### config.mk
export PLATFORM = sky130hd
export DESIGN_NAME = mem_arbiter
export DESIGN_NICKNAME = d
export VERILOG_FILES = /design/src/rtl/cpu_types_pkg.sv /design/src/rtl/arb_stats.sv /design/src/rtl/mem_arbiter.sv
export SDC_FILE = /design/constraint.sdc
export NUM_CORES = 1
export LEC_CHECK = 0
export ABC_AREA = 1
export BUFFER_PORTS_ARGS = -buffer_cell sky130_fd_sc_hd__buf_2
export CAP_MARGIN = 10
export CORE_AREA = 2 2 141 143
export CTS_BUF_LIST = sky130_fd_sc_hd__clkbuf_2 sky130_fd_sc_hd__clkbuf_4 sky130_fd_sc_hd__clkbuf_8
export DETAILED_ROUTE_END_ITERATION = 7
export DIE_AREA = 0 0 143 145
export GPL_TIMING_DRIVEN = 0
export HOLD_SLACK_MARGIN = 0.02
export PLACE_DENSITY = 0.49
export SYNTH_ARGS = -nofsm -noshare
export SYNTH_HDL_FRONTEND = slang
export SYNTH_SLANG_ARGS = --single-unit
### constraint.sdc
create_clock -name CLK -period 1.6 [get_ports CLK]
set_clock_uncertainty 0.2 [all_clocks]
set_input_delay 0.4 -clock CLK [delete_from_list [all_inputs] [get_ports CLK]]
set_output_delay 0.4 -clock CLK [all_outputs]
set_load 0.005 [all_outputs]
### src/rtl/cpu_types_pkg.sv
// Shared CPU datapath types: RAM word, RAM handshake state and memory arbiter state.
package cpu_types_pkg;
    localparam int WORD_W = 32;

    typedef logic [WORD_W-1:0] word_t;

    typedef enum logic [1:0] {
        FREE   = 2'b00,
        BUSY   = 2'b01,
        ACCESS = 2'b10,
        ERROR  = 2'b11
    } ramstate_t;

    typedef enum logic [1:0] {
        IDLE = 2'b00,
        IGNT = 2'b01,
        DGNT = 2'b10
    } arb_state_t;
endpackage

### src/rtl/arb_stats.sv
// Grant and stall statistics for mem_arbiter; all counters wrap modulo 2^CNT_W.
module arb_stats
    import cpu_types_pkg::*;
#(
    parameter int CNT_W = 32
) (
    input  logic             CLK,
    input  logic             nRST,
    input  logic             i_done,
    input  logic             d_done,
    input  logic             pending,
    output logic [CNT_W-1:0] igrant_cnt,
    output logic [CNT_W-1:0] dgrant_cnt,
    output logic [CNT_W-1:0] stall_cnt
);

    always_ff @(posedge CLK or negedge nRST) begin
        if (!nRST) begin
            igrant_cnt <= '0;
            dgrant_cnt <= '0;
            stall_cnt  <= '0;
        end else begin
            if (i_done) igrant_cnt <= igrant_cnt + CNT_W'(1);
            if (d_done) dgrant_cnt <= dgrant_cnt + CNT_W'(1);
            // A cycle that completes an access is progress, not a stall.
            if (pending && !(i_done || d_done)) stall_cnt <= stall_cnt + CNT_W'(1);
        end
    end

endmodule

### src/rtl/mem_arbiter.sv
// Shares the single RAM port between instruction fetch and data memory, data first with a
// starvation limiter. Define ARB_STATS_EN to build the grant/stall statistics counters.
module mem_arbiter
    import cpu_types_pkg::*;
#(
    parameter int STARVE_LIMIT = 4,
    parameter int CNT_W        = 32
) (
    input  logic             CLK,
    input  logic             nRST,
    input  logic             iREN,
    input  word_t            iaddr,
    output logic             iwait,
    output word_t            iload,
    input  logic             dREN,
    input  logic             dWEN,
    input  word_t            daddr,
    input  word_t            dstore,
    output logic             dwait,
    output word_t            dload,
    output logic             ramREN,
    output logic             ramWEN,
    output word_t            ramaddr,
    output word_t            ramstore,
    input  word_t            ramload,
    input  ramstate_t        ramstate,
    output logic [CNT_W-1:0] igrant_cnt,
    output logic [CNT_W-1:0] dgrant_cnt,
    output logic [CNT_W-1:0] stall_cnt
);

    localparam int SC_W = $clog2(STARVE_LIMIT + 1);
    localparam logic [SC_W-1:0] SC_MAX = SC_W'(STARVE_LIMIT);

    arb_state_t      state;
    logic [SC_W-1:0] starve_cnt;
    logic            d_req;
    logic            i_live;
    logic            d_live;
    logic            i_done;
    logic            d_done;
    logic            force_i;

    assign d_req   = dREN | dWEN;
    // A grant only drives the RAM while its owner still asserts the request.
    assign i_live  = (state == IGNT) && iREN;
    assign d_live  = (state == DGNT) && d_req;
    assign i_done  = i_live && (ramstate == ACCESS);
    assign d_done  = d_live && (ramstate == ACCESS);
    assign force_i = iREN && (starve_cnt == SC_MAX);

    always_ff @(posedge CLK or negedge nRST) begin
        if (!nRST) begin
            state      <= IDLE;
            starve_cnt <= '0;
        end else begin
            case (state)
                IDLE: begin
                    if (d_req && !force_i) state <= DGNT;
                    else if (iREN)         state <= IGNT;
                end
                IGNT:    if (!iREN || i_done) state <= IDLE;
                DGNT:    if (!d_req || d_done) state <= IDLE;
                default: state <= IDLE;
            endcase

            if (i_done) begin
                starve_cnt <= '0;
            end else if (d_done) begin
                if (!iREN)                     starve_cnt <= '0;
                else if (starve_cnt != SC_MAX) starve_cnt <= starve_cnt + SC_W'(1);
            end
        end
    end

    always_comb begin
        ramREN   = 1'b0;
        ramWEN   = 1'b0;
        ramaddr  = '0;
        ramstore = '0;
        iwait    = 1'b1;
        dwait    = 1'b1;
        iload    = '0;
        dload    = '0;
        if (i_live) begin
            ramREN  = 1'b1;
            ramaddr = iaddr;
        end
        if (d_live) begin
            ramaddr  = daddr;
            ramstore = dstore;
            ramWEN   = dWEN;
            ramREN   = dREN & ~dWEN;
        end
        if (i_done) begin
            iwait = 1'b0;
            iload = ramload;
        end
        if (d_done) begin
            dwait = 1'b0;
            dload = ramload;
        end
    end

`ifdef ARB_STATS_EN
    arb_stats #(
        .CNT_W(CNT_W)
    ) u_stats (
        .CLK       (CLK),
        .nRST      (nRST),
        .i_done    (i_done),
        .d_done    (d_done),
        .pending   (iREN | d_req),
        .igrant_cnt(igrant_cnt),
        .dgrant_cnt(dgrant_cnt),
        .stall_cnt (stall_cnt)
    );
`else
    assign igrant_cnt = '0;
    assign dgrant_cnt = '0;
    assign stall_cnt  = '0;
`endif

endmodule
==> qor.txt <==
DRC errors left: 0
Net switching fraction of the power: 0.434
Final hold vios: 0
Top delay family on crit path: buffers and inverters
# setup viols final: 132
Drt via density: 3.18
Synthesized cell area: 0.00216 mm2
Fin util: 0.275
Largest net degree at the start of global routing: 11
# rows: 51
DR WL met2: 5850 um
Chip height: 145 um
TritonCTS clock tree: yes
Share of layout cells above drive strength 1: 0.666
Clock Sinks: 5
Placed cell areas: 0.00430 mm2
Routed WL: 10400 um
Antenna diodes: 0
Mean Syn Cell Area: 5.94 um2
Crit-path most repeated cell: buf_6
Placer congestion estimate: 0.737
# port buffers: 266
First-pass GRT wire length: 14500 um
Top cell type's share of synthesized area: 0.344
Sw power: 1.61 mW
P_leak: 3.33 nW
Met1 WL: 3620 um
Post-synthesis sequential area ratio: 0.0579
Layout Cells excl Fill: 1023
WL per Instance: 10.2 um
Setup WS post-layout: -0.492 ns
Crit-path slowest cell: dfrtp_1
Die W: 143 um
Worst path arrival time: 1.49 ns
Post-route cell area: 0.00528 mm2
Hold WC Path Type: in -> reg
Cells after synthesis: 364
Fin crit period: 2.09 ns
Critical path fanouts, max: 8
Unrepaired setup endpoints after global routing: yes
H-tree levels: 1
Library cell with the largest summed area after synthesis: buf_4
Yosys warns: 0
Most frequent cells in the layout: buf_2, buf_4, conb_1, inv_1, nor2_4
Combinational cell fraction of total power: 0.872
Status: finished, violations left
Total grt overflow: 0
PwrDens: 703 mW/mm2
Via count: 3252
Clock buffer depth: 2
Setup WS pre-CTS: -0.583 ns
Hpwl dp: 8390 um
Clock-pin slew on the worst setup and hold paths: 0.03 ns
CTS buffer count: 3
Critical path type: reg -> out
Root buffer cell: clkbuf_8
Gr usage total: 0.0875
Most common cell after layout, fill and taps aside: buf_2
CORE AREA: 0.0192 mm2
Area growth syn-to-layout: 144%
Worst vdd ir: 357 uV
Total die area: 0.0207 mm2
Clk pwr share: 0.067
Vias in the first global route: 2855
Number of detailed-route iterations in the first pass: 4
Ranking of synthesized cells by area: buf_4, nor2_1, a22o_1, inv_1, dfrtp_1
Failing checks: setup timing
Internal power: 2.10 mW
Critical Path RT: 1.00 ns
Crit-path max cell delay: 0.40 ns
I/O pin count: 363
Number of library cell types mapped by synthesis: 20
Worst skew pair latency: 0.22 ns
Setup crit end kind: output port
Starting density of the core: 0.113
Crit path buffers/inverters: 4
Met3 WL post-DR: 878 um
CP cell instances: buf_6, nand2_4, nor2_4, buf_12, nand2_8, buf_6, nor2_2, buf_2
Post-Place Cells: 990
Sequential share of power: 0.061
DRT iter0 DRCs: 42
CP Launch Type: flip-flop
Slew Limit Fails: 0
Max-cap violations: 0
Final nets: 896
Seq cells post-synth: 5
Initial antenna violation count: 0
Filler cell count: 2112
DRT antenna net count: 0
Period utilization: 1.31
Top sig layer: met4
FMAX: 478 MHz
==> kinds of logic (layout without fill, tap and decap cells) <==
| family | after synthesis | count (layout) | synth area share |
|---|---|---|---|
| AOI/OAI and AO/OA | 35 | 35 | 0.140 |
| adders and majority gates | 2 | 2 | 0.0116 |
| buffers and inverters | 185 | 484 | 0.519 |
| DFF | 5 | 5 | 0.0579 |
| other | 1 | 96 | 0.00173 |
| and+or+nand+nor | 136 | 136 | 0.270 |
==> registers in the layout, summed over array words and instances, names as in the netlist <==
signal / flops
starve_cnt: 3
state: 2
==> routing by layer <==
metal  vias to the layer above  GRT usage
met5                         -          0
met2                       203      0.181
met4                         0     0.0104
met3                         2     0.0109
li1                       1689          -
met1                      1358     0.0943
==> what timing repair did <==
item,4_1_cts,5_1_grt
hold endpoints to repair,5,0
resized for setup,63,106
setup buffers,14,3
endpoints found under the setup margin,135,136
hold buffers,1,0
cloned,12,0
pin swaps,4,6
==> worst reg2reg max path: cells and delay by family, from the launching register on <==
| kind | cells | cell delay, ns |
|---|---|---|
| and+or+nand+nor | 5 | 0.46 |
| DFF | 1 | 0.41 |
| buffers and inverters | 4 | 0.44 |
==> power by group through the flow <==
| stage | Sequential [mW] | Combinational, mW | Clock, mW |
|---|---|---|---|
| detailed placement | 0.221 | 2.05 | 0 |
| CTS | 0.220 | 2.73 | 0.254 |
| global route | 0.231 | 3.50 | 0.267 |
| finish | 0.226 | 3.24 | 0.248 |
| global placement | 0.217 | 2.06 | 0 |
| floorplan | 0.208 | 1.19 | 0 |
==> final cells by class <==
type / instances / area [um2] / area share
Buffer: 111 / 940 / 0.178
Timing Repair inverter: 1 / 8.76 / 0.00166
Inverter: 74 / 295 / 0.0559
Multi-Input combinational cell: 269 / 1770 / 0.335
Timing Repair Buffer: 294 / 1760 / 0.333
Sequential cell: 5 / 126 / 0.0239
Tap cell: 265 / 332 / 0.0628
Clock buffer: 4 / 48.8 / 0.00924
==> synthesized netlist by cell type <==
cell	instances
a21boi_0	1
a22o_1	32
buf_2	6
buf_4	99
buf_6	6
conb_1	1
dfrtp_1	5
ha_1	2
inv_1	73
inv_4	1
nand2_1	17
nand2_2	1
nand3_1	8
nand3_2	1
nand4_1	1
nor2_1	95
nor2_2	8
nor2_4	4
o31ai_1	2
or2_2	1
==> path summary, 6_finish.rpt <==
kind | from | to | slack (ns) | cells past startpoint
worst min-delay path | iREN | state[0] | 0.33 | 3
worst max register to register | state[1] | starve_cnt[2] | 0.03 | 9
max in group asynchronous | nRST | state[0] | 0.71 | 2
min in group asynchronous | nRST | starve_cnt[2] | 0.34 | 2
worst min register to register | starve_cnt[0] | starve_cnt[0] | 0.35 | 2
worst max-delay path | state[1] | dload[8] | -0.49 | 8
==> stage by stage <==
| step | hold slack, ns | setup TNS, ns | power, mW |
|---|---|---|---|
| global placement | 0.0211 | -56.22 | 2.28 |
| global route | 0.327 | -68.75 | 4.00 |
| detailed placement | 0.0219 | -56.50 | 2.27 |
| CTS | 0.324 | -59.67 | 3.21 |
| finish | 0.325 | -59.03 | 3.71 |
| floorplan | -0.0956 | -4.76 | 1.40 |
No activity file was read; power rests on OpenSTA's default activity.
